$ cat config.mk
export PLATFORM = sky130hd
export DESIGN_NAME = sync_debounce_bank
export DESIGN_NICKNAME = d
export VERILOG_FILES = /design/src/rtl/sync_debounce_pkg.sv /design/src/rtl/debounce_channel.sv /design/src/rtl/sync_debounce_bank.sv
export SDC_FILE = /design/constraint.sdc
export NUM_CORES = 1
export LEC_CHECK = 0
export CORE_UTILIZATION = 45
export DETAILED_ROUTE_END_ITERATION = 8
export PLACE_DENSITY = 0.77
export RECOVER_POWER = 25
export REMOVE_ABC_BUFFERS = 1
export SETUP_SLACK_MARGIN = 0.15
export SLEW_MARGIN = 20
export SYNTH_ARGS = -nofsm -noshare
export SYNTH_HDL_FRONTEND = slang
export SYNTH_SLANG_ARGS = --single-unit
$ cat constraint.sdc
create_clock -name clk -period 1.9 [get_ports clk]
set_clock_uncertainty 0.2 [all_clocks]
set_input_delay 0.38 -clock clk [delete_from_list [all_inputs] [get_ports clk]]
set_output_delay 0.38 -clock clk [all_outputs]
set_load 0.005 [all_outputs]
$ cat src/rtl/sync_debounce_pkg.sv
// Shared types and helpers for the synchronise-and-debounce input bank.
package sync_debounce_pkg;

  // Debounce FSM: two settled levels, each with a pending-change state.
  typedef enum logic [1:0] {
    STABLE_LO = 2'd0,
    WAIT_HI   = 2'd1,
    STABLE_HI = 2'd2,
    WAIT_LO   = 2'd3
  } deb_state_t;

  // Bits needed to hold the values 0..n.
  function automatic int unsigned cnt_width(input int unsigned n);
    return $clog2(n + 1);
  endfunction

endpackage

$ cat src/rtl/debounce_channel.sv
// One input channel: synchroniser chain, tick-gated debounce FSM, registered edge pulses.
module debounce_channel
  import sync_debounce_pkg::*;
#(
  parameter int unsigned SYNC_STAGES     = 3,
  parameter int unsigned DEBOUNCE_CYCLES = 16,
  parameter logic        RESET_LEVEL     = 1'b0
) (
  input  logic clk_i,
  input  logic rst_ni,
  input  logic sig_i,
  input  logic tick_i,
  output logic out_o,
  output logic rise_o,
  output logic fall_o
);

  localparam int unsigned     CntW     = cnt_width(DEBOUNCE_CYCLES);
  localparam logic [CntW-1:0] CntMax   = CntW'(DEBOUNCE_CYCLES - 1);
  localparam deb_state_t      RstState = RESET_LEVEL ? STABLE_HI : STABLE_LO;

  logic [SYNC_STAGES-1:0] sync_q, sync_d;
  logic [CntW-1:0]        cnt_q, cnt_d;
  deb_state_t             state_q, state_d;
  logic                   rise_q, rise_d;
  logic                   fall_q, fall_d;
  logic                   s;

  // Shift the raw input through the synchroniser; only the last stage is trusted.
  always_comb begin
    sync_d = {sync_q[SYNC_STAGES-2:0], sig_i};
    s      = sync_q[SYNC_STAGES-1];
  end

  // Debounce next state: a return to the old level cancels before any tick is considered.
  always_comb begin
    state_d = state_q;
    cnt_d   = cnt_q;
    rise_d  = 1'b0;
    fall_d  = 1'b0;
    case (state_q)
      STABLE_LO: begin
        if (s) begin
          state_d = WAIT_HI;
          cnt_d   = '0;
        end
      end
      WAIT_HI: begin
        if (!s) begin
          state_d = STABLE_LO;
          cnt_d   = '0;
        end else if (tick_i) begin
          if (cnt_q == CntMax) begin
            state_d = STABLE_HI;
            cnt_d   = '0;
            rise_d  = 1'b1;
          end else begin
            cnt_d = cnt_q + CntW'(1);
          end
        end
      end
      STABLE_HI: begin
        if (!s) begin
          state_d = WAIT_LO;
          cnt_d   = '0;
        end
      end
      WAIT_LO: begin
        if (s) begin
          state_d = STABLE_HI;
          cnt_d   = '0;
        end else if (tick_i) begin
          if (cnt_q == CntMax) begin
            state_d = STABLE_LO;
            cnt_d   = '0;
            fall_d  = 1'b1;
          end else begin
            cnt_d = cnt_q + CntW'(1);
          end
        end
      end
      default: begin
        state_d = RstState;
        cnt_d   = '0;
      end
    endcase
  end

  // State registers; reset drops any pending change without a pulse.
  always_ff @(posedge clk_i or negedge rst_ni) begin
    if (!rst_ni) begin
      sync_q  <= {SYNC_STAGES{RESET_LEVEL}};
      cnt_q   <= '0;
      state_q <= RstState;
      rise_q  <= 1'b0;
      fall_q  <= 1'b0;
    end else begin
      sync_q  <= sync_d;
      cnt_q   <= cnt_d;
      state_q <= state_d;
      rise_q  <= rise_d;
      fall_q  <= fall_d;
    end
  end

  // Stable level is high in the settled-high state and while a fall is still pending.
  always_comb begin
    out_o  = (state_q == STABLE_HI) || (state_q == WAIT_LO);
    rise_o = rise_q;
    fall_o = fall_q;
  end

endmodule

$ cat src/rtl/sync_debounce_bank.sv
// Bank of independent synchronise-and-debounce channels with rise/fall event pulses.
module sync_debounce_bank
  import sync_debounce_pkg::*;
#(
  parameter int unsigned CHANNELS        = 4,
  parameter int unsigned SYNC_STAGES     = 3,
  parameter int unsigned DEBOUNCE_CYCLES = 16,
  parameter logic        RESET_LEVEL     = 1'b0
) (
  input  logic                clk,
  input  logic                rst,
  input  logic [CHANNELS-1:0] sig_in,
  input  logic                tick,
  output logic [CHANNELS-1:0] out,
  output logic [CHANNELS-1:0] rise,
  output logic [CHANNELS-1:0] fall
);

  for (genvar i = 0; i < CHANNELS; i++) begin : g_chan
    debounce_channel #(
      .SYNC_STAGES    (SYNC_STAGES),
      .DEBOUNCE_CYCLES(DEBOUNCE_CYCLES),
      .RESET_LEVEL    (RESET_LEVEL)
    ) u_chan (
      .clk_i (clk),
      .rst_ni(rst),
      .sig_i (sig_in[i]),
      .tick_i(tick),
      .out_o (out[i]),
      .rise_o(rise[i]),
      .fall_o(fall[i])
    );
  end

endmodule

==> results of run 1 <==
==> worst paths after layout <==
kind	start	to	slack [ps]	cells after the start
max in group asynchronous	rst	g_chan[3].u_chan.cnt_q[3]$_DFFE_PN0P_	520	3
hold / removal	g_chan[0].u_chan.sync_q[0]$_DFF_PN0_	g_chan[0].u_chan.sync_q[1]$_DFF_PN0_	150	0
setup reg to reg	g_chan[0].u_chan.cnt_q[0]$_DFFE_PN0P_	register	190	4
min in group asynchronous	rst	g_chan[3].u_chan.rise_o$_DFF_PN0_	530	3
hold reg to reg	g_chan[0].u_chan.sync_q[0]$_DFF_PN0_	g_chan[0].u_chan.sync_q[1]$_DFF_PN0_	150	0
setup / recovery	g_chan[0].u_chan.cnt_q[0]$_DFFE_PN0P_	register	190	4
==> power groups by stage <==
stage          logic (mW)  registers (mW)  clock network, mW
2_1_floorplan      0.0535            1.08                  0
3_5_place_dp        0.111            1.09                  0
4_1_cts             0.112            1.07              0.576
6_report            0.112            1.07              0.557
5_1_grt             0.129            1.07              0.616
3_3_place_gp        0.108            1.09                  0
==> kinds of logic after synthesis <==
logic type               count (synthesis)  share of synthesized area
AO/OA/AOI/OAI                           34                      0.111
buffers and inverters                   20                     0.0606
AND/OR/NAND/NOR                         57                      0.151
adder cells (fa/ha/maj)                  4                     0.0240
XOR/XNOR                                11                     0.0462
flip-flops                              48                      0.576
multiplexers                             6                     0.0318
==> routing by layer <==
metal  part of all wire  wire (um)  global-route usage
met5                  0          0                   0
met4              0.018         57              0.0600
met3              0.025         81              0.0361
met2               0.47       1530               0.233
met1               0.49       1580               0.182
==> flip-flops by register name, summed over array words and instances, names as in the netlist, named ones only <==
signal                 cells
g_chan.u_chan.state_q      4
g_chan.u_chan.fall_o       4
g_chan.u_chan.rise_o       4
g_chan.u_chan.sync_q      12
g_chan.u_chan.cnt_q       20
==> per-stage QoR <==
step	utilization	TNS, ps	hold WS, ps
6_report	0.551	0	149
5_1_grt	0.551	0	160
4_1_cts	0.539	0	155
3_5_place_dp	0.513	-2570	140
3_3_place_gp	0.513	-2150	132
2_1_floorplan	-	0	-116
==> what timing repair did <==
action | CTS | global route
setup endpoints to repair | 6 | 12
hold buffers | 1 | 0
setup buffers | 4 | 3
resized for setup | 2 | 11
hold endpoints to repair | 48 | 0
==> layout make-up <==
type	instances	area, um2	area share
well taps	52	65.1	0.0267
clock buffers	6	72.6	0.0298
multi-input cells	112	795	0.326
clock inverters	1	5.00	0.00206
flip-flops and latches	48	1200	0.494
inverters	2	7.51	0.00308
repair buffers	32	288	0.118
==> placed cells by master (no fill, tap or decap), types with 2 or more instances in the layout <==
cell / netlist / layout
a21boi_0: 3 / 3
a21o_1: 2 / 2
a21oi_1: 7 / 7
a22o_1: 3 / 3
a31oi_1: 3 / 3
a41oi_1: 2 / 2
and2_1: 2 / 2
and4b_2: 0 / 2
buf_4: 12 / 12
clkbuf_8: 0 / 5
clkdlybuf4s50_1: 0 / 8
dfrtp_1: 48 / 48
dlygate4sd2_1: 0 / 2
dlygate4sd3_1: 0 / 5
dlymetal6s2s_1: 0 / 3
ha_1: 4 / 3
inv_1: 2 / 2
mux2_2: 5 / 5
nand2_1: 19 / 19
nand3_1: 5 / 5
nand4_1: 4 / 4
nor2_1: 5 / 5
nor3_1: 3 / 2
nor3b_1: 9 / 9
o21a_1: 2 / 2
o21ai_0: 3 / 2
o22ai_1: 6 / 6
or2_2: 2 / 2
xnor2_1: 4 / 4
xor2_1: 7 / 5
==> impl_metrics.json, run 1 <==
{
  "outcome": "finished clean",
  "synth.ff_latch_count": 48,
  "combinationalPowerShare": 0.064,
  "tritoncts": "yes",
  "synth_top_area_share": 0.576,
  "wl_per_cell_um": 12.8,
  "root_buffer": "clkbuf_8",
  "start_util": 0.473,
  "num_vias": 1347,
  "crit_chain": "ha_1 -> and4b_2 -> nand3_1 -> mux2_2",
  "drcViolationCount": 0,
  "yosysTopAreaCell": "dfrtp_1",
  "path_class": "register to register",
  "drv_slew": 0,
  "worst-slew-pin-transition_ps": 643,
  "dp_hpwl_mm": 2.09,
  "design.core.area_um2": 4410,
  "dp.cells": 238,
  "setup_viol": 0,
  "pwr-share-seq": 0.616,
  "p_per_area_nw_per_um2": 715,
  "required_ps": 1880,
  "seq_area_frac_synth": 0.576,
  "p_int_mw": 1.35,
  "cp_data_arrival_time_ps": 1690,
  "grt_pass1_wl_mm": 5.60,
  "io_pins": 19,
  "num_rows": 24,
  "clkLatencyLatePin_ps": 290,
  "achievable-frequency_ghz": 0.585,
  "drt_wl_total_mm": 3.25,
  "place_area_um2": 2260,
  "synth_area_leaders": "dfrtp_1 58%, buf_4 4.3%, nand2_1 3.4%",
  "critPathMaxStageDelay_ps": 410,
  "grt_max_degree": 49,
  "fin_area_um2": 2430,
  "final_nets": 212,
  "drt_iter0_drc": 69,
  "h-tree-depth": 2,
  "synth_cell_types": 38,
  "synth.cell_area_um2": 2090,
  "crit_buf_inv": 0,
  "fin_crit_sh": 0.899,
  "grt_pass1_vias": 1269,
  "cts.sinks": 48,
  "yosysWarnings": 0,
  "final_cells": 253,
  "yosys.cell_count.top_type": "dfrtp_1",
  "syn_inst": 180,
  "final_antenna_net_count": 0,
  "cap_violations": 0,
  "p_leak_nw": 1.15,
  "avgSynthCellArea_um2": 11.6,
  "areaGrowthSynthToFinish_pct": 16.7,
  "io_buffers": 18,
  "cts_buffers": 5,
  "power.share.clock": 0.320,
  "synth_edf_count": 0,
  "design_power_total_mw": 1.74,
  "synth_ff_type": "dfrtp_1",
  "relSlewSlack": 0.571,
  "dieArea_um2": 4910,
  "finalCriticalPeriod_ps": 1710,
  "clk_pin_slew_ps": 80,
  "path_max_fanout": 5,
  "async_flop_share": 1.00,
  "drive_gt1_frac": 0.179,
  "fill_cells": 388,
  "cp_slowest_cell": "dfrtp_1",
  "vias_per_cell": 5.32,
  "peakVddDrop_uv": 420,
  "worstSetupEndpointType": "register",
  "hold_viol_final": 0,
  "rsz0062_at_grt": "false",
  "die_w_um": 70.1,
  "switchingPower_mw": 0.393,
  "clockBufferDepth": 2,
  "grt_usage": 0.143,
  "die-height_um": 70.1,
  "pre_cts_ws_ps": -231,
  "insertedDiodeCount": 0,
  "place.gp.congestion": 0.816,
  "worst_slack_ps": 191,
  "p_sw_frac": 0.226,
  "cp_top_family": "flip-flops",
  "hold_path_class": "register to register",
  "crit_path_start_kind": "register",
  "yosys-top-cells-count": "48 x dfrtp_1, 19 x nand2_1, 12 x buf_4, 9 x nor3b_1",
  "drt_first_pass_iters": 4,
  "antenna_found_initial": 0,
  "grt_overflow": 0
}
Note: power is estimated with default switching activity, not from simulation.
==> run 2, diff against run 1 <==
--- a/config.mk
+++ b/config.mk
@@ -12,5 +12,4 @@
 export REMOVE_ABC_BUFFERS = 1
 export SETUP_SLACK_MARGIN = 0.15
-export SLEW_MARGIN = 20
 export SYNTH_ARGS = -nofsm -noshare
 export SYNTH_HDL_FRONTEND = slang
==> constraint.sdc (replaced) <==
create_clock -name clk -period 1.9 [get_ports clk]
set_clock_uncertainty 0.2 [all_clocks]
set_input_delay 0.38 -clock clk [delete_from_list [all_inputs] [get_ports clk]]
set_output_delay 0.38 -clock clk [all_outputs]
set_load 0.05 [all_outputs]
==> impl_metrics.json, run 2 (synthesized netlist as in run 1, its figures left out) <==
{
  "antenna_found_initial": 0,
  "hold_path_end": "g_chan[1].u_chan.sync_q[1]$_DFF_PN0_",
  "h-tree-depth": 2,
  "fin_crit_sh": 0.890,
  "clockBufferDepth": 2,
  "largest_register_ffs": 20,
  "vias_per_cell": 5.53,
  "reg2reg_depth": 5,
  "drt_wl_total_mm": 3.41,
  "drcViolationCount": 0,
  "cts_buffers": 5,
  "mostFrequentLayoutCells": "47 x dfrtp_1, 19 x nand2_1, 17 x buf_4, 9 x nor3b_1, 7 x a21oi_1",
  "final_nets": 209,
  "place_area_um2": 2280,
  "cp_data_arrival_time_ps": 1690,
  "dp.cells": 238,
  "clk_pin_slew_ps": 80,
  "wl_per_cell_um": 13.6,
  "hold-worst-slack_ps": 151,
  "outcome": "finished clean",
  "hold_viol_final": 0,
  "drt_iter0_drc": 146,
  "num_vias": 1382,
  "path_class": "register to register",
  "hold_depth": 0,
  "drt_first_pass_iters": 4,
  "clkLatencyLatePin_ps": 290,
  "insertedDiodeCount": 0,
  "r2r_setup_slack_ps": 210,
  "grt_pass1_wl_mm": 5.82,
  "cts.sinks": 48,
  "grt_overflow": 0,
  "die_w_um": 70.1,
  "place.gp.congestion": 0.845,
  "p_per_area_nw_per_um2": 719,
  "areaGrowthSynthToFinish_pct": 16.4,
  "num_rows": 24,
  "dp_hpwl_mm": 2.31,
  "relSlewSlack": 0.733,
  "path_max_fanout": 5,
  "final_cells": 250,
  "required_ps": 1900,
  "root_buffer": "clkbuf_8",
  "fill_cells": 367,
  "layout_commonest_cell": "dfrtp_1",
  "p_leak_nw": 1.11,
  "achievable-frequency_ghz": 0.592,
  "fin_area_um2": 2430,
  "io_pins": 19,
  "grt_usage": 0.148,
  "tritoncts": "yes",
  "worstReg2RegEnd": "g_chan[0].u_chan.rise_o$_DFF_PN0_",
  "setup_viol": 0,
  "crit_path_start_kind": "register",
  "die-height_um": 70.1,
  "design.core.area_um2": 4410,
  "worstSetupEndpointType": "register",
  "worst-slew-pin-transition_ps": 397,
  "dieArea_um2": 4910,
  "peakVddDrop_uv": 517,
  "drive_gt1_frac": 0.232,
  "pre_cts_ws_ps": -217,
  "top_register": "g_chan.u_chan.cnt_q",
  "drv_slew": 0,
  "grt_max_degree": 33,
  "io_buffers": 18,
  "reg2reg_from": "g_chan[0].u_chan.cnt_q[1]$_DFFE_PN0P_",
  "hp-start": "g_chan[1].u_chan.sync_q[0]$_DFF_PN0_",
  "cap_violations": 0,
  "rsz0062_at_grt": "false",
  "start_util": 0.473,
  "hold_path_class": "register to register",
  "finalCriticalPeriod_ps": 1690,
  "final_antenna_net_count": 0,
  "grt_pass1_vias": 1365,
  "largestRegisters": "g_chan.u_chan.cnt_q: 20 flops, g_chan.u_chan.sync_q: 12 flops",
  "worst_slack_ps": 210
}
[run 2: report_power, final]
| part | switching (mW) | total (mW) | internal, mW | leakage, nW |
|---|---|---|---|---|
| combinational | 0.0667 | 0.120 | 0.0535 | 0.441 |
| clock | 0.304 | 0.554 | 0.250 | 0.0410 |
| sequential | 0.0233 | 1.07 | 1.05 | 0.629 |
[run 2: worst max-delay path by stage]
stage	end	slack, ps	start	depth (start not counted)
2_1_floorplan	g_chan[2].u_chan.cnt_q[3]$_DFFE_PN0P_	40	register	4
3_3_place_gp	register	-190	tick	5
3_5_place_dp	register	-220	tick	5
4_1_cts	register	160	g_chan[1].u_chan.cnt_q[0]$_DFFE_PN0P_	4
5_1_grt	g_chan[0].u_chan.rise_o$_DFF_PN0_	150	g_chan[0].u_chan.cnt_q[1]$_DFFE_PN0P_	5
6_report	g_chan[0].u_chan.rise_o$_DFF_PN0_	210	g_chan[0].u_chan.cnt_q[1]$_DFFE_PN0P_	5
[run 2: layer usage]
| metal | share of wire | vias to the layer above | global-route usage | wire, um |
|---|---|---|---|---|
| met2 | 0.49 | 35 | 0.249 | 1670 |
| met5 | 0 | - | 0 | 0 |
| met4 | 0.014 | 0 | 0.0622 | 46 |
| met1 | 0.46 | 682 | 0.183 | 1550 |
| met3 | 0.039 | 6 | 0.0361 | 134 |
| li1 | - | 659 | - | - |
[run 2: critical path, cell delays in order (launching register included)]
cell     delay (ps)
dfrtp_1         400
ha_2            210
and4b_2         290
nand3_1         130
buf_4           160
nor3b_1         200
[run 2: repair_timing]
action | in CTS | in global routing
setup endpoints to repair | 3 | 9
buffers inserted | 0 | 4
resized for setup | 1 | 8
hold endpoints to repair | 16 | 0
hold buffers | 1 | 0
[run 2: cell type report]
type | count | area [um2] | area share
Timing Repair Buffer | 29 | 292 | 0.120
Inverter | 2 | 7.51 | 0.00309
Clock buffer | 6 | 72.6 | 0.0299
Tap cell | 52 | 65.1 | 0.0268
Multi-Input combinational cell | 112 | 783 | 0.323
Sequential cell | 48 | 1200 | 0.495
Clock inverter | 1 | 5.00 | 0.00206
[run 2: through the flow]
step	power [mW]	TNS (ps)	util
5_1_grt	1.82	0	0.550
3_5_place_dp	1.20	-2620	0.518
4_1_cts	1.76	0	0.537
3_3_place_gp	1.20	-2070	0.518
2_1_floorplan	1.14	0	-
6_report	1.74	0	0.550
